### config.mk
export PLATFORM = sky130hd
export DESIGN_NAME = gain_meter
export DESIGN_NICKNAME = d
export VERILOG_FILES = /design/src/rtl/gain_meter_pkg.sv /design/src/rtl/gain_meter_div.sv /design/src/rtl/gain_meter.sv
export SDC_FILE = /design/constraint.sdc
export NUM_CORES = 1
export LEC_CHECK = 0
export ABC_CLOCK_PERIOD_IN_PS = 7500
export CAP_MARGIN = 15
export CORE_AREA = 2 2 180 111
export CTS_CLUSTER_DIAMETER = 80
export DETAILED_ROUTE_END_ITERATION = 10
export DIE_AREA = 0 0 182 113
export GPL_TIMING_DRIVEN = 0
export HOLD_SLACK_MARGIN = 0.05
export PLACE_DENSITY = 0.81
export SLEW_MARGIN = 30
export SYNTH_ARGS = -nofsm -noshare
export SYNTH_HDL_FRONTEND = slang
export SYNTH_HIERARCHICAL = 1
export SYNTH_SLANG_ARGS = --single-unit
### constraint.sdc
create_clock -name clk -period 7.5 [get_ports clk]
set_input_delay 1.125 -clock clk [delete_from_list [all_inputs] [get_ports clk]]
set_output_delay 1.125 -clock clk [all_outputs]
set_load 0.01 [all_outputs]
### src/rtl/gain_meter_pkg.sv
// gain_meter_pkg
// Shared definitions for the gain meter: the control FSM state encoding and
// the width helpers that derive the peak-to-peak, gain and window-counter
// widths from the top-level parameters.
package gain_meter_pkg;

    typedef enum logic [1:0] {
        ST_IDLE   = 2'd0,
        ST_ACCUM  = 2'd1,
        ST_DIVIDE = 2'd2,
        ST_HOLD   = 2'd3
    } state_t;

    // Difference of two signed DATA_W values needs one extra bit.
    function automatic int pp_width(input int data_w);
        return data_w + 1;
    endfunction

    // Gain is out_pp scaled by 2^q_frac, so it carries PP_W integer bits.
    function automatic int gain_width(input int data_w, input int q_frac);
        return pp_width(data_w) + q_frac;
    endfunction

    // Counter holding 0 .. win_len-1; never narrower than one bit.
    function automatic int cnt_width(input int win_len);
        return (win_len <= 2) ? 1 : $clog2(win_len);
    endfunction

endpackage

### src/rtl/gain_meter_div.sv
// gain_meter_div
// Unsigned restoring divider, one quotient bit per clock.
//   clk, rst  : clock and synchronous active-high reset
//   start     : one-cycle pulse; dividend/divisor are sampled on this edge
//   dividend  : DIVIDEND_W-bit unsigned numerator
//   divisor   : DIVISOR_W-bit unsigned, non-zero denominator
//   done      : one-cycle pulse, quotient valid from this cycle on
//   quotient  : floor(dividend / divisor), held until the next start
// The first quotient bit is resolved on the start edge itself, so the full
// quotient is ready after exactly DIVIDEND_W edges (start edge included).
module gain_meter_div #(
    parameter int DIVIDEND_W = 21,
    parameter int DIVISOR_W  = 13
) (
    input  logic                  clk,
    input  logic                  rst,
    input  logic                  start,
    input  logic [DIVIDEND_W-1:0] dividend,
    input  logic [DIVISOR_W-1:0]  divisor,
    output logic                  done,
    output logic [DIVIDEND_W-1:0] quotient
);

    localparam int CNT_W = $clog2(DIVIDEND_W + 1);

    // quot_q shifts dividend bits out of the top while quotient bits enter
    // at the bottom.
    logic [DIVIDEND_W-1:0] quot_q, quot_d, src_quot;
    logic [DIVISOR_W-1:0]  den_q, den_d, src_den;
    logic [DIVISOR_W-1:0]  rem_q, rem_d, src_rem;
    logic [DIVISOR_W:0]    trial, diff;
    logic [CNT_W-1:0]      cnt_q, cnt_d, cnt_next;
    logic                  active_q, active_d;
    logic                  done_q, done_d;

    always_comb begin
        src_quot = start ? dividend : quot_q;
        src_den  = start ? divisor  : den_q;
        src_rem  = start ? '0       : rem_q;
        // Remainder is always below the divisor, so the shifted trial value
        // fits in DIVISOR_W+1 bits and the difference sign bit is the
        // "divisor did not fit" flag.
        trial    = {src_rem, src_quot[DIVIDEND_W-1]};
        diff     = trial - {1'b0, src_den};
        cnt_next = start ? CNT_W'(1) : cnt_q + CNT_W'(1);

        quot_d   = quot_q;
        den_d    = den_q;
        rem_d    = rem_q;
        cnt_d    = cnt_q;
        active_d = active_q;
        done_d   = 1'b0;

        if (start || active_q) begin
            den_d = src_den;
            cnt_d = cnt_next;
            if (!diff[DIVISOR_W]) begin
                rem_d  = diff[DIVISOR_W-1:0];
                quot_d = {src_quot[DIVIDEND_W-2:0], 1'b1};
            end else begin
                rem_d  = trial[DIVISOR_W-1:0];
                quot_d = {src_quot[DIVIDEND_W-2:0], 1'b0};
            end
            if (cnt_next == CNT_W'(DIVIDEND_W)) begin
                active_d = 1'b0;
                done_d   = 1'b1;
            end else begin
                active_d = 1'b1;
            end
        end
    end

    always_ff @(posedge clk) begin
        if (rst) begin
            quot_q   <= '0;
            den_q    <= '0;
            rem_q    <= '0;
            cnt_q    <= '0;
            active_q <= 1'b0;
            done_q   <= 1'b0;
        end else begin
            quot_q   <= quot_d;
            den_q    <= den_d;
            rem_q    <= rem_d;
            cnt_q    <= cnt_d;
            active_q <= active_d;
            done_q   <= done_d;
        end
    end

    assign done     = done_q;
    assign quotient = quot_q;

endmodule

### src/rtl/gain_meter.sv
// gain_meter
// Measures peak-to-peak amplitude of paired stimulus/response samples over a
// window of WIN_LEN transfers and reports gain = out_pp / in_pp as an
// unsigned fixed-point value with Q_FRAC fractional bits.
//   clk, rst              : clock and synchronous active-high reset
//   start                 : begins a window (only honoured in IDLE)
//   busy                  : high whenever the FSM is not IDLE
//   s_valid/s_ready       : sample-pair handshake; s_ready high only in ACCUM
//   s_in, s_out           : signed stimulus / response samples
//   m_valid/m_ready       : result handshake; m_valid high only in HOLD
//   m_gain                : floor((out_pp << Q_FRAC) / in_pp), all ones on div0
//   m_in_pp, m_out_pp     : peak-to-peak of the last completed window
//   m_div0                : stimulus peak-to-peak was zero
// Result outputs are registers that only change when a DIVIDE completes (or
// on reset), so they stay stable through any HOLD stall and after it.
module gain_meter
    import gain_meter_pkg::*;
#(
    parameter int  DATA_W  = 12,
    parameter int  WIN_LEN = 1024,
    parameter int  Q_FRAC  = 8,
    localparam int PP_W    = pp_width(DATA_W),
    localparam int GAIN_W  = gain_width(DATA_W, Q_FRAC)
) (
    input  logic              clk,
    input  logic              rst,
    input  logic              start,
    output logic              busy,
    input  logic              s_valid,
    output logic              s_ready,
    input  logic [DATA_W-1:0] s_in,
    input  logic [DATA_W-1:0] s_out,
    output logic              m_valid,
    input  logic              m_ready,
    output logic [GAIN_W-1:0] m_gain,
    output logic [PP_W-1:0]   m_in_pp,
    output logic [PP_W-1:0]   m_out_pp,
    output logic              m_div0
);

    localparam int CNT_W = cnt_width(WIN_LEN);

    state_t                    state_q, state_d;
    logic [CNT_W-1:0]          cnt_q, cnt_d;
    logic signed [DATA_W-1:0]  in_min_q, in_min_d, in_max_q, in_max_d;
    logic signed [DATA_W-1:0]  out_min_q, out_min_d, out_max_q, out_max_d;
    logic [PP_W-1:0]           in_pp_q, in_pp_d, out_pp_q, out_pp_d;
    logic                      div_phase_q, div_phase_d;
    logic                      div0_q, div0_d;
    logic [GAIN_W-1:0]         m_gain_q, m_gain_d;
    logic [PP_W-1:0]           m_in_pp_q, m_in_pp_d, m_out_pp_q, m_out_pp_d;
    logic                      m_div0_q, m_div0_d;

    logic [PP_W-1:0]           in_pp_c, out_pp_c;
    logic                      div_start, div_done;
    logic [GAIN_W-1:0]         div_quot;

    // Sign-extended subtraction; max >= min so the PP_W-bit result is exact.
    assign in_pp_c  = {in_max_q[DATA_W-1], in_max_q} - {in_min_q[DATA_W-1], in_min_q};
    assign out_pp_c = {out_max_q[DATA_W-1], out_max_q} - {out_min_q[DATA_W-1], out_min_q};

    gain_meter_div #(
        .DIVIDEND_W (GAIN_W),
        .DIVISOR_W  (PP_W)
    ) u_div (
        .clk      (clk),
        .rst      (rst),
        .start    (div_start),
        .dividend ({out_pp_c, {Q_FRAC{1'b0}}}),
        .divisor  (in_pp_c),
        .done     (div_done),
        .quotient (div_quot)
    );

    always_comb begin
        state_d     = state_q;
        cnt_d       = cnt_q;
        in_min_d    = in_min_q;
        in_max_d    = in_max_q;
        out_min_d   = out_min_q;
        out_max_d   = out_max_q;
        in_pp_d     = in_pp_q;
        out_pp_d    = out_pp_q;
        div_phase_d = div_phase_q;
        div0_d      = div0_q;
        m_gain_d    = m_gain_q;
        m_in_pp_d   = m_in_pp_q;
        m_out_pp_d  = m_out_pp_q;
        m_div0_d    = m_div0_q;
        div_start   = 1'b0;

        case (state_q)
            ST_IDLE: begin
                if (start) begin
                    state_d = ST_ACCUM;
                    cnt_d   = '0;
                end
            end

            ST_ACCUM: begin
                // s_ready is implied by the state, so s_valid alone transfers.
                if (s_valid) begin
                    if (cnt_q == '0) begin
                        in_min_d  = $signed(s_in);
                        in_max_d  = $signed(s_in);
                        out_min_d = $signed(s_out);
                        out_max_d = $signed(s_out);
                    end else begin
                        if ($signed(s_in) < in_min_q)   in_min_d  = $signed(s_in);
                        if ($signed(s_in) > in_max_q)   in_max_d  = $signed(s_in);
                        if ($signed(s_out) < out_min_q) out_min_d = $signed(s_out);
                        if ($signed(s_out) > out_max_q) out_max_d = $signed(s_out);
                    end
                    if (cnt_q == CNT_W'(WIN_LEN - 1)) begin
                        state_d     = ST_DIVIDE;
                        div_phase_d = 1'b0;
                        div0_d      = 1'b0;
                    end else begin
                        cnt_d = cnt_q + CNT_W'(1);
                    end
                end
            end

            ST_DIVIDE: begin
                // Phase 0: min/max now include the last sample; latch the
                // peak-to-peak values and either launch the divider or flag
                // div0. Phase 1: wait for the divider (or finish div0).
                if (!div_phase_q) begin
                    in_pp_d     = in_pp_c;
                    out_pp_d    = out_pp_c;
                    div_phase_d = 1'b1;
                    if (in_pp_c == '0) begin
                        div0_d = 1'b1;
                    end else begin
                        div_start = 1'b1;
                    end
                end else if (div0_q) begin
                    state_d    = ST_HOLD;
                    m_gain_d   = '1;
                    m_div0_d   = 1'b1;
                    m_in_pp_d  = in_pp_q;
                    m_out_pp_d = out_pp_q;
                end else if (div_done) begin
                    state_d    = ST_HOLD;
                    m_gain_d   = div_quot;
                    m_div0_d   = 1'b0;
                    m_in_pp_d  = in_pp_q;
                    m_out_pp_d = out_pp_q;
                end
            end

            ST_HOLD: begin
                if (m_ready) begin
                    state_d = ST_IDLE;
                end
            end

            default: state_d = ST_IDLE;
        endcase
    end

    always_ff @(posedge clk) begin
        if (rst) begin
            state_q     <= ST_IDLE;
            cnt_q       <= '0;
            in_min_q    <= '0;
            in_max_q    <= '0;
            out_min_q   <= '0;
            out_max_q   <= '0;
            in_pp_q     <= '0;
            out_pp_q    <= '0;
            div_phase_q <= 1'b0;
            div0_q      <= 1'b0;
            m_gain_q    <= '0;
            m_in_pp_q   <= '0;
            m_out_pp_q  <= '0;
            m_div0_q    <= 1'b0;
        end else begin
            state_q     <= state_d;
            cnt_q       <= cnt_d;
            in_min_q    <= in_min_d;
            in_max_q    <= in_max_d;
            out_min_q   <= out_min_d;
            out_max_q   <= out_max_d;
            in_pp_q     <= in_pp_d;
            out_pp_q    <= out_pp_d;
            div_phase_q <= div_phase_d;
            div0_q      <= div0_d;
            m_gain_q    <= m_gain_d;
            m_in_pp_q   <= m_in_pp_d;
            m_out_pp_q  <= m_out_pp_d;
            m_div0_q    <= m_div0_d;
        end
    end

    assign busy     = (state_q != ST_IDLE);
    assign s_ready  = (state_q == ST_ACCUM);
    assign m_valid  = (state_q == ST_HOLD);
    assign m_gain   = m_gain_q;
    assign m_in_pp  = m_in_pp_q;
    assign m_out_pp = m_out_pp_q;
    assign m_div0   = m_div0_q;

endmodule

==> impl_metrics.json, run 1 <==
{
  "synthFlopType": "dfxtp_1",
  "whs_path_depth": 2,
  "path_max_fanout": 19,
  "maxClockFrequency_ghz": 0.146,
  "cts_setup_buffers": 0,
  "die-area_mm2": 0.0206,
  "start_kind": "flop",
  "sequentialPowerShare": 0.277,
  "vdd_ir_drop_max_mv": 0.249,
  "fin_skew_ps": 10.7,
  "tightest_slew_ps": 823,
  "drt_iter0_drc": 916,
  "wl_met2_mm": 11.4,
  "routabilityCongestion": 0.925,
  "grt_pass1_vias": 8951,
  "slowest_stage": "o311ai_1",
  "syn_area_mm2": 0.0106,
  "wl_met1_mm": 13.7,
  "drt_pass1_iterations": 6,
  "overflow": 0,
  "internal_power_mw": 2.61,
  "viasPerCell": 5.76,
  "die_x_um": 182,
  "placedCellCount": 1619,
  "combPwrFrac": 0.526,
  "vias": 9505,
  "die_h_um": 113,
  "path_cells": "inv_1 -> ha_1 -> or3_1 -> o311ai_1 -> nand2_1 -> xor2_1 -> nand4b_1 -> o21a_1 -> buf_2 -> clkbuf_2 -> clkbuf_2 -> mux2i_1 -> ha_1 -> nor2b_1 -> o311a_1 -> a2111o_1 -> a21oi_2 -> a21oi_4 -> xnor2_4 -> buf_2 -> nand3_1 -> o311ai_0",
  "multi_input_area_mm2": 0.00628,
  "netlist_instances": 1287,
  "slew-limit-headroom": 0.447,
  "rsz0062_at_grt": "no",
  "async_flop_share": 0,
  "yosysSeqAreaShare": 0.359,
  "switching_share": 0.430,
  "crit_path_end_kind": "flop",
  "row_count": 39,
  "p_leak_nw": 4.81,
  "power_frac_clock": 0.197,
  "stdcell_count": 1650,
  "power.total_mw": 4.58,
  "hold_path.class": "flop to flop",
  "grt_max_degree": 18,
  "p_switching_mw": 1.97,
  "cts_hold_buf": 0,
  "arrival_ps": 7130,
  "numCtsBuffers": 17,
  "cts_tree": "built",
  "grt_pass1_wl_mm": 45.7,
  "path_clk_slew_ps": 70,
  "routed.top_layer": "met4",
  "critical_path_class": "flop to flop",
  "regArea_mm2": 0.00380,
  "dr_wl_met3_mm": 2.17,
  "cp_data_required_time_ps": 7790,
  "clkLatencyLatePin_ps": 460,
  "routedWlPerCell_um": 16.8,
  "area_growth_pct": 16.0,
  "drc": 0,
  "final_cell_area_mm2": 0.0123,
  "finalMaxSlewViolations": 0,
  "grt_usage": 0.280,
  "finalCritPeriodShare": 0.912,
  "wirelength_mm": 27.8,
  "drv_cap": 0,
  "dpl.hpwl_mm": 21.1,
  "status": "completed",
  "synth-edff-count": 0,
  "yosysWarnings": 6,
  "start_util": 0.563,
  "setup_ws_ps": 660,
  "post-place-ws_ps": 28.9,
  "clockRootBuffer": "clkbuf_16",
  "hold_slack_ps": 453,
  "core_area_mm2": 0.0188,
  "cts.repair.resized": 1,
  "synth.distinct_cells": 74,
  "htreeDepth": 4,
  "nFillCells": 1583,
  "synth_area_per_cell_um2": 8.23,
  "clockBufferDepth": 2,
  "hold_violations": 0,
  "final_antenna_net_count": 0,
  "max_stage_delay_ps": 470,
  "placedInstanceArea_mm2": 0.0117,
  "antenna_cells": 0,
  "post-route-util": 0.652,
  "numPortBuffers": 79,
  "reg2reg_depth": 22,
  "tns_ps": 0,
  "p_per_area_mw_per_mm2": 373,
  "grt_antenna_before_repair": 0,
  "ys_ff_latch": 190,
  "nets": 1511,
  "ioPinCount": 80,
  "setup_viol": 0,
  "clkSinkCount": 190,
  "layout-drive-gt1-share": 0.0449,
  "finalCriticalPeriod_ps": 6840
}
[power by group through the flow]
stage | Sequential (mW) | Clock (mW) | Combinational, mW
final | 1.27 | 0.904 | 2.41
after global routing | 1.29 | 0.958 | 2.64
after CTS | 1.27 | 0.909 | 2.36
after detailed placement | 1.29 | 0 | 2.35
after global placement | 1.28 | 0 | 2.30
after floorplan | 1.25 | 0 | 1.84
[synth_stat cells, types with 4 or more instances]
cell,number,area share
dfxtp_1,190,0.36
nor2_1,176,0.062
nand2_1,145,0.051
a21oi_1,96,0.045
ha_1,88,0.10
mux2i_1,87,0.082
inv_1,77,0.027
nor3_1,63,0.030
clkbuf_1,46,0.016
o21ai_0,29,0.014
xnor2_1,24,0.020
nand3_1,22,0.010
nor2b_1,21,0.012
a211oi_1,20,0.014
a21o_1,17,0.012
xor2_1,17,0.014
nand2b_1,14,0.0083
nand4_1,14,0.0083
a31oi_1,8,0.0047
and3_1,8,0.0047
buf_1,8,0.0028
o211ai_1,7,0.0050
nor3b_1,6,0.0043
o21a_1,6,0.0043
or2_2,6,0.0035
and2_1,5,0.0030
buf_2,5,0.0024
o311ai_0,5,0.0041
nor4b_1,4,0.0033
or3_1,4,0.0024
[sequential cells by signal, summed over array words and instances (netlist names)]
| register | flops |
|---|---|
| state_q | 2 |
| in_min_q | 12 |
| out_pp_q | 13 |
| m_gain | 21 |
| in_max_q | 12 |
| m_in_pp | 13 |
| in_pp_q | 13 |
| div_phase_q | 1 |
| out_min_q | 12 |
| u_div/cnt_q | 5 |
| u_div/active_q | 1 |
| div0_q | 1 |
| u_div/rem_q | 13 |
| u_div/done | 1 |
| u_div/den_q | 13 |
| m_div0 | 1 |
| m_out_pp | 13 |
| u_div/quotient | 21 |
| out_max_q | 12 |
| cnt_q | 10 |
[worst paths after layout]
path | slack, ps | to | start
setup / recovery | 660 | u_div/rem_q[3] | in_min_q[4]
hold / removal | 450 | m_out_pp[6] | m_out_pp[6]
setup reg to reg | 660 | u_div/rem_q[3] | in_min_q[4]
hold reg to reg | 450 | m_out_pp[6] | m_out_pp[6]
[cell usage in the layout (no fill, tap or decap), types with 7 or more instances in the layout]
master | synthesis | routed
nand2_1 | 145 | 145
dfxtp_1 | 190 | 190
a21oi_1 | 96 | 96
clkbuf_16 | 0 | 17
o211ai_1 | 7 | 7
xor2_1 | 17 | 17
nor2b_1 | 21 | 21
conb_1 | 1 | 8
buf_1 | 8 | 8
nor3_1 | 63 | 63
nand3_1 | 22 | 22
xnor2_1 | 24 | 24
nand2b_1 | 14 | 14
o21ai_0 | 29 | 29
ha_1 | 88 | 88
clkbuf_1 | 46 | 44
mux2i_1 | 87 | 87
clkdlybuf4s50_1 | 0 | 79
a31oi_1 | 8 | 8
nand4_1 | 14 | 14
a21o_1 | 17 | 17
and3_1 | 8 | 8
nor2_1 | 176 | 176
a211oi_1 | 20 | 20
inv_1 | 77 | 77
[routing by layer]
layer	GRT usage	up-vias
li1	-	4659
met1	0.413	4422
met2	0.420	375
met3	0.0518	49
met4	0.0747	0
met5	0	-
[cell families after synthesis]
| kind of cell | after synthesis | share of synthesized area |
|---|---|---|
| and+or+nand+nor | 507 | 0.219 |
| AOI/OAI and AO/OA | 225 | 0.137 |
| DFF | 190 | 0.359 |
| buffers and inverters | 139 | 0.0512 |
| adders and majority gates | 93 | 0.111 |
| muxes | 90 | 0.0857 |
| xor gates and xnor gates | 42 | 0.0365 |
| other | 1 | 0.000354 |
[cell type report]
cell class              instances  area share
plain buffers                  61      0.0206
clock buffers                  19      0.0360
clock inverters                13      0.0103
inverters                      77      0.0235
multi-input cells             965       0.511
flip-flops and latches        190       0.310
well taps                     246      0.0250
repair buffers                 79      0.0643
[critical path: cells and delay by family, from the launching register on]
kind                     cells  cell delay, ps
multiplexers                 1             410
AO/OA/AOI/OAI                7            2020
XOR/XNOR                     2             780
buffers and inverters        5            1550
AND/OR/NAND/NOR              5            1010
flip-flops                   1             330
adder cells (fa/ha/maj)      2             550
No activity file was read; power rests on OpenSTA's default activity.
==> run 2, diff against run 1 <==
- DONT_BUFFER_PORTS: not set -> 1
- PLACE_DENSITY: 0.81 -> 0.76
==> run 2 against run 1 <==
Against the previous run:
- cell count decreased by 4.8%
- core utilization decreased by 4.0 points
- combinational power hardly changed
- clock-buffer cell count rose by 1
==> impl_metrics.json, run 2 (synthesized netlist as in run 1, its figures left out) <==
{
  "status": "completed",
  "routabilityCongestion": 0.926,
  "grt_usage": 0.267,
  "multi_input_area_mm2": 0.00628,
  "slew-limit-headroom": 0.479,
  "antenna_cells": 0,
  "ioPinCount": 80,
  "drt_iter0_drc": 735,
  "setup_viol": 0,
  "critical_path_class": "flop to flop",
  "finalCritPeriodShare": 0.909,
  "start_util": 0.563,
  "dpl.hpwl_mm": 20.6,
  "path_clk_slew_ps": 80,
  "numPortBuffers": 0,
  "die_x_um": 182,
  "finalCriticalPeriod_ps": 6820,
  "switching_share": 0.433,
  "post-place-ws_ps": 91.7,
  "setup_ws_ps": 679,
  "regArea_mm2": 0.00380,
  "grt_pass1_wl_mm": 43.5,
  "start_kind": "flop",
  "hold_path.class": "flop to flop",
  "wirelength_mm": 27.0,
  "path_max_fanout": 19,
  "tightest_slew_ps": 775,
  "final_cell_area_mm2": 0.0115,
  "drc": 0,
  "clkLatencyLatePin_ps": 440,
  "routedWlPerCell_um": 17.2,
  "crit_path_end_kind": "flop",
  "nets": 1432,
  "tns_ps": 0,
  "area_growth_pct": 8.84,
  "rsz0062_at_grt": "no",
  "cp_data_required_time_ps": 7860,
  "clockBufferDepth": 2,
  "row_count": 39,
  "numCtsBuffers": 17,
  "overflow": 0,
  "die_h_um": 113,
  "vias": 9035,
  "sequentialPowerShare": 0.275,
  "grt_antenna_before_repair": 0,
  "combPwrFrac": 0.521,
  "drt_pass1_iterations": 6,
  "htreeDepth": 4,
  "drv_cap": 0,
  "viasPerCell": 5.75,
  "core_area_mm2": 0.0188,
  "p_per_area_mw_per_mm2": 399,
  "p_leak_nw": 4.55,
  "power.total_mw": 4.60,
  "finalMaxSlewViolations": 0,
  "arrival_ps": 7180,
  "clkSinkCount": 190,
  "placedInstanceArea_mm2": 0.0109,
  "clockRootBuffer": "clkbuf_16",
  "final_cell_mix": "dfxtp_1, nor2_1, nand2_1",
  "grt_pass1_vias": 8230,
  "fin_skew_ps": 12.8,
  "final_antenna_net_count": 0,
  "layout-drive-gt1-share": 0.0483,
  "nFillCells": 1650,
  "internal_power_mw": 2.61,
  "grt_max_degree": 19,
  "die-area_mm2": 0.0206,
  "hold_violations": 0,
  "maxClockFrequency_ghz": 0.147,
  "p_switching_mw": 1.99,
  "hold_slack_ps": 457,
  "layout.cells.most_common": "dfxtp_1",
  "power_frac_clock": 0.204,
  "cts_tree": "built",
  "vdd_ir_drop_max_mv": 0.334
}
-- run 2: cell types whose count changed in the layout (fill, tap and decap cells not counted) --
cell and delta:
clkdlybuf4s50_1 -79, clkbuf_8 +2, clkinv_2 -2, clkinv_4 +2
clkinvlp_4 -2, clkbuf_1 -1, clkinv_8 +1, inv_6 -1
inv_8 +1
-- run 2: power groups by stage --
stage	Combinational, mW	Clock, mW	Sequential, mW
detailed placement	2.33	0	1.29
finish	2.40	0.940	1.27
floorplan	1.84	0	1.25
global route	2.62	0.999	1.28
CTS	2.35	0.953	1.26
global placement	2.30	0	1.28
-- run 2: layout make-up --
cell class,instances,area share
Clock inverter,12,0.0119
Buffer,61,0.0219
Tap cell,246,0.0267
Sequential cell,190,0.330
Clock buffer,20,0.0405
Multi-Input combinational cell,965,0.544
Inverter,77,0.0251
-- run 2: worst paths after layout --
path	from	endpoint	slack, ps	cells after the start
max reg2reg	in_max_q[0]	u_div/rem_q[12]	680	23
min reg2reg	out_pp_q[0]	m_out_pp[0]	460	2
max	in_max_q[0]	u_div/rem_q[12]	680	23
min	out_pp_q[0]	m_out_pp[0]	460	2
-- run 2: routing by layer --
metal / up-vias / global-route usage / routed length, µm
met2: 302 / 0.395 / 11100
met4: 0 / 0.0629 / 310
met3: 31 / 0.0579 / 2080
li1: 4492 / - / -
met1: 4210 / 0.397 / 13500
met5: - / 0 / 0
-- run 2: metrics by stage --
step                std cells  utilization
floorplan                1294            -
global placement         1540        0.580
detailed placement       1540        0.580
CTS                      1572        0.612
global route             1571        0.612
finish                   1571        0.612
-- run 2: critical path, cell delays in order (launching register included) --
cell,delay (ps)
dfxtp_1,360
inv_1,50
ha_1,210
fa_1,420
nor2b_1,160
o211ai_1,210
a21oi_1,210
xor2_1,430
nor3_1,100
nand4b_1,180
o21a_1,210
buf_2,270
clkbuf_2,460
mux2i_1,460
ha_1,260
inv_1,60
fa_1,420
maj3_1,380
a311o_1,410
a31oi_1,410
o21ai_0,270
a2111oi_0,470
a211oi_1,140
o21ai_0,180
-- run 2: repair_timing --
item,4_1_cts,5_1_grt
hold buffers,0,0
endpoints found under the setup margin,0,14
gates resized for setup,0,4
setup buffers,0,0
==> RTL change 1: new RTL, flow settings as in run 2 <==
Encoding of `state_t`: now one-hot (4 bits for 4 states).
--- a/src/rtl/gain_meter_pkg.sv
+++ b/src/rtl/gain_meter_pkg.sv
@@ -4,11 +4,11 @@
 // widths from the top-level parameters.
 package gain_meter_pkg;
 
-    typedef enum logic [1:0] {
-        ST_IDLE   = 2'd0,
-        ST_ACCUM  = 2'd1,
-        ST_DIVIDE = 2'd2,
-        ST_HOLD   = 2'd3
+    typedef enum logic [3:0] {
+        ST_IDLE   = 4'b0001,
+        ST_ACCUM  = 4'b0010,
+        ST_DIVIDE = 4'b0100,
+        ST_HOLD   = 4'b1000
     } state_t;
 
     // Difference of two signed DATA_W values needs one extra bit.
Behaviour: no difference found for any inputs over 4 cycles, from zero or initial values and one cycle with rst high; so few cycles prove little.
==> RTL change 1 against run 2 <==
Clock skew down 0.00069 ns; wire length up 3.6%; first-iteration DRC count up 34%; sequential share of layout area up 0.12 points; worst setup slack worse by 0.0013 ns; sequential cell count up 2; critical path depth up 1; cell area up 0.67%; via count up 2.6%; synthesized cell count down 0.23%; global-route usage up 1.2 points; non-clock buffer count up 5; area after synthesis up 0.83%.
Power is not compared: it rests on default switching activity, and its combinational part moved more than twofold at a synthesized area within 25%.
==> RTL change 1: results (changes against run 2) <==
Synthesis
  – Count of different cell masters after synthesis: 78 (+5.4%)
  – Most frequent cells after synthesis: dfxtp_1 (192), nor2_1 (183), nand2_1 (114)
  – Synth top area cells: dfxtp_1 (36%), ha_1 (9.7%), mux2i_1 (8.0%), nor2_1 (6.4%), a21oi_1 (4.8%)
  – Ys flop type: dfxtp_1
  – Post-synthesis sequential area ratio: 0.360 (+0.000805)

Setup path
  – CP max stage cell: a311oi_1
  – Critical path fanouts, max: 19 (unchanged)
  – Worst path max stage delay: 0.49 ns (+0.02 ns)
  – CP arrival: 7.15 ns (-0.03 ns)
  – Cell family with most CP delay: compound AO/OA/AOI/OAI gates

CTS
  – Max Root-Sink Buffers: 2 (unchanged)

Placement
  – GPL Wtd Cong: 0.902 (-2.6%)
  – Pre-CTS WS: 0.0384 ns (-0.0533 ns)
  – PortBufs: 0 (unchanged)
  – Placed inst area: 0.0110 sq mm (+0.80%)
  – Hpwl dp: 21100 microns (+2.3%)

Route
  – DR iter-0 viols: 982 (+34%)
  – WL per Instance: 17.8 microns (+3.8%)
  – Avg Vias per Cell: 5.91 (+2.8%)

Global routing
  – Vias in the first global route: 8704 (+5.8%)
  – Largest net degree at the start of global routing: 17 (-2)
  – GRT Total Usage: 0.279 (+0.0115)
  – Initial antenna violation count: 0 (unchanged)
  – First-pass GRT wire length: 45500 microns (+4.7%)

Power and ir drop
  – Worst vdd ir: 0.160 mV
  – Leakage dissipation: 4.76 nW

STA
  – Final setup viols: 0 (unchanged)
  – Slew headroom: 0.389 (-0.0904)
  – Max Clock Skew: 0.0121 ns (-0.000688 ns)

Min path
  – Hold Crit Class: flip-flop to flip-flop

Outcome
  – Status: finished clean

Layout
  – # diodes: 0 (unchanged)
  – Nets: 1424 (-0.56%)
  – Share of layout cells above drive strength 1: 0.0530 (+0.00465)
RTL change 1: cell types whose count changed in the layout (fill, tap and decap cells not counted), sizes merged, moves of 5 or more:
cell	change
o21a	+6
a21oi	+7
nor2	+7
inv	-10
nand2	-30
ha	-5
RTL change 1: final timing paths:
path	start	endpoint	slack, ns	cells after the start
max	in_min_q[4]	u_div/rem_q[10]	0.68	24
min	out_pp_q[12]	out_pp_q[12]	0.45	2
max reg2reg	in_min_q[4]	u_div/rem_q[10]	0.68	24
min reg2reg	out_pp_q[12]	out_pp_q[12]	0.45	2
RTL change 1: stage by stage:
stage / util / power, mW / cells
global placement: 0.585 / 1.29 / 1537
global route: 0.616 / 2.28 / 1568
floorplan: - / 1.24 / 1291
detailed placement: 0.585 / 1.30 / 1537
CTS: 0.616 / 2.21 / 1569
finish: 0.616 / 2.20 / 1568
RTL change 1: area by class of cell:
cell class / instances / area, sq um
Multi-Input combinational cell: 960 / 6330
Sequential cell: 192 / 3840
Fill cell: 1635 / 7220
Tap cell: 246 / 308
Clock inverter: 12 / 135
Buffer: 66 / 273
Clock buffer: 20 / 447
Inverter: 72 / 270
RTL change 1: what timing repair did:
| item | in CTS | in global routing |
|---|---|---|
| endpoints found under the setup margin | 3 | 13 |
| gates resized for setup | 1 | 2 |
| cloned | 0 | 0 |
| hold buffers | 0 | 0 |
RTL change 1: power by group through the flow:
stage | combinational (mW) | clock, mW | sequential, mW
finish | 0.248 | 0.919 | 1.04
global route | 0.272 | 0.973 | 1.04
CTS | 0.243 | 0.931 | 1.03
detailed placement | 0.240 | 0 | 1.06
global placement | 0.235 | 0 | 1.06
floorplan | 0.180 | 0 | 1.06
RTL change 1: cell families after synthesis:
kind of cell	count (synthesis)	share of synthesized area
mux	88	0.0831
other cells	1	0.000351
xor+xnor	44	0.0378
compound gates	247	0.149
buf+inv	139	0.0509
fa+ha+maj	88	0.105
flops	192	0.360
simple gates	485	0.214
RTL change 1: routing by layer:
layer	routed length, microns	up-vias	part of all wire	track usage
li1	-	4497	-	-
met1	13800	4371	0.49	0.416
met2	11200	365	0.40	0.395
met3	2650	38	0.095	0.0814
met4	337	0	0.012	0.0613
met5	0	-	0	0
RTL change 1: worst register-to-register path, cell delays in order, from the launching register on:
cell and delay [ns]:
dfxtp_1 0.34, inv_1 0.06, ha_1 0.30, clkbuf_1 0.21, o21a_1 0.25, o21a_1 0.18
o2bb2ai_2 0.23, nor2_1 0.07, a311oi_1 0.49, nand4b_1 0.26, and2_1 0.21, buf_2 0.37
clkbuf_2 0.36, clkbuf_2 0.39, mux2i_1 0.41, ha_1 0.29, nor2b_1 0.13, o311a_1 0.35
a2111o_1 0.47, a21oi_2 0.25, a21oi_4 0.12, xnor2_4 0.40, buf_2 0.32, nand3_1 0.11
o311ai_0 0.13
==> RTL change 2: new RTL, flow settings as in run 2 <==
Made on the original files. The parameter `DATA_W` goes from 12 to 8.
--- a/src/rtl/gain_meter.sv
+++ b/src/rtl/gain_meter.sv
@@ -16,7 +16,7 @@
 module gain_meter
     import gain_meter_pkg::*;
 #(
-    parameter int  DATA_W  = 12,
+    parameter int  DATA_W  = 8,
     parameter int  WIN_LEN = 1024,
     parameter int  Q_FRAC  = 8,
     localparam int PP_W    = pp_width(DATA_W),
Interface: changed (5 resized); port bits go from 80 to 60. The function was not compared with the original's and may differ.
==> RTL change 2 against run 2 <==
Clock power shrank 15%; area after synthesis shrank 28%; total power shrank 25%; sequential cell count shrank 48; worst hold slack lost 0.0064 ns; die area is the same; worst setup slack gained 0.72 ns; final cell count shrank 23%; wire length shrank 25%; non-clock buffer count shrank 19; via count shrank 27%; sequential share of layout area grew 0.50 points; cell area shrank 26%; synthesized cell count shrank 29%.
==> RTL change 2: results (changes against run 2) <==
Outcome
  – Status: finished clean

Route
  – WL met3: 2190 microns (+5.4%)
  – Wl on met1: 10400 microns (-23%)
  – DR iter-0 viols: 523 (-29%)
  – WL per Instance: 16.8 microns (-1.9%)
  – Routed wl met2: 7560 microns (-32%)
  – Top routing layer in use: met4
  – Initial DRT Pass Iterations: 5 (-1)
  – DR vias: 6601 (-27%)

CTS
  – Clock-pin slew on the worst setup and hold paths: 0.06 ns (-0.02 ns)
  – Post-CTS Setup Repair Bufs: 0 (unchanged)
  – Max Root-Sink Buffers: 2 (unchanged)
  – CTS Hold Bufs: 0 (unchanged)
  – Sink Count: 142 (-25%)

Layout
  – Inverters, non-clock: 59 (-23%)
  – Sequential Area: 0.00284 sq mm (-25%)
  – Share of layout cells above drive strength 1: 0.0709 (+0.0226)
  – Multi-input gates: 684 (-29%)
  – Non-clk buf share: 0.0187 (-0.00320)
  – Nets: 1033 (-28%)
  – Number of non-clock buffers: 42 (-31%)
  – Multi-input logic area: 0.00441 sq mm (-30%)
  – Clk cell area share: 0.0648 (+0.0124)
  – Filler cell count: 1825 (+11%)

Synthesis
  – Xor and xnor area share after synthesis: 0.0288 (-0.00770)
  – Post-Synth Adder-Cell Area: 0.112 (about the same)
  – Mux share of post-synthesis cell area: 0.0643 (-0.0214)
  – Compound-cell area share of the yosys netlist: 0.149 (+0.0124)
  – Synth top area cells: dfxtp_1 (37%), ha_1 (10%), nor2_1 (6.1%), mux2i_1 (5.7%), nand2_1 (5.6%)
  – Most frequent cells after synthesis: dfxtp_1 (142), nor2_1 (124), nand2_1 (113)
  – Ys Warns: 6 (unchanged)
  – Post-synthesis sequential area ratio: 0.374 (+0.0148)
  – Count of different cell masters after synthesis: 66 (-11%)

Min path
  – Hold Crit Class: flip-flop to flip-flop
  – Min-delay src: in_pp_q[4]
  – Worst Hold End: m_in_pp[4]

Global routing
  – GR Layer Usage met1: 0.310 (-0.0869)
  – Grt met3 use: 0.0618 (+0.00386)
  – First-pass GRT wire length: 32500 microns (-25%)
  – Largest net degree at the start of global routing: 17 (-2)
  – Vias in the first global route: 6113 (-26%)
  – GRT Total Usage: 0.200 (-0.0668)
  – GR Layer Usage met2: 0.266 (-0.130)
  – Initial antenna violation count: 0 (unchanged)

Setup path
  – Critical path fanouts, max: 10 (-9)
  – Worst R2R Setup Slack: 1.40 ns (+0.72 ns)
  – Path depth of the worst reg2reg path: 19 (-17%)
  – Worst r2r dst: u_div/rem_q[8]
  – CP arrival: 6.42 ns (-0.76 ns)

STA
  – Max Clock Skew: 0.00990 ns (-0.00288 ns)
  – Worst Max-Slew Pin Slew: 0.808 ns (+0.0327 ns)
  – Final Max Tran Viols: 0 (unchanged)

Placement
  – Hpwl dp: 15300 microns (-26%)
  – GPL Wtd Cong: 0.882 (-4.7%)

Power and ir drop
  – Net switching share of the total power: 0.442 (+0.00966)
  – Leakage dissipation: 3.21 nW (-29%)
  – Worst vdd ir: 0.241 mV (-28%)
[RTL change 2: power by group through the flow]
stage          combinational (mW)  sequential, mW  clock, mW
2_1_floorplan                1.24           0.937          0
3_3_place_gp                 1.60           0.960          0
3_5_place_dp                 1.64           0.963          0
4_1_cts                      1.65           0.947      0.809
5_1_grt                      1.85           0.961      0.844
6_report                     1.70           0.950      0.803
[RTL change 2: logic make-up after synthesis]
group | after synthesis
and+or+nand+nor | 372
AOI/OAI and AO/OA | 166
DFF | 142
buffers and inverters | 101
adders and majority gates | 66
muxes | 47
xor gates and xnor gates | 25
other | 1
[RTL change 2: critical path: stages, from the launching register on]
cell	delay (ns)
dfxtp_1	0.37
inv_1	0.06
ha_1	0.22
fa_1	0.42
nand2b_1	0.18
a21oi_1	0.23
nor4_1	0.08
nor3_1	0.45
or4b_4	0.25
o21a_1	0.24
buf_1	0.49
buf_1	0.56
mux2i_1	0.44
ha_1	0.34
and2_1	0.20
a221o_1	0.36
or3_1	0.38
mux2i_4	0.27
nor2_1	0.20
o211a_1	0.25
[RTL change 2: metrics by stage]
| stage | cell area [sq um] | hold slack [ns] | worst slack [ns] | instances | total power [mW] |
|---|---|---|---|---|---|
| 4_1_cts | 8490 | 0.453 | 1.52 | 1205 | 3.41 |
| 6_report | 8490 | 0.451 | 1.40 | 1205 | 3.45 |
| 5_1_grt | 8490 | 0.467 | 1.09 | 1205 | 3.65 |
| 2_1_floorplan | 7630 | 0.427 | 2.53 | 927 | 2.18 |
| 3_5_place_dp | 7940 | 0.444 | 1.58 | 1173 | 2.60 |
| 3_3_place_gp | 7940 | 0.441 | 1.55 | 1173 | 2.56 |
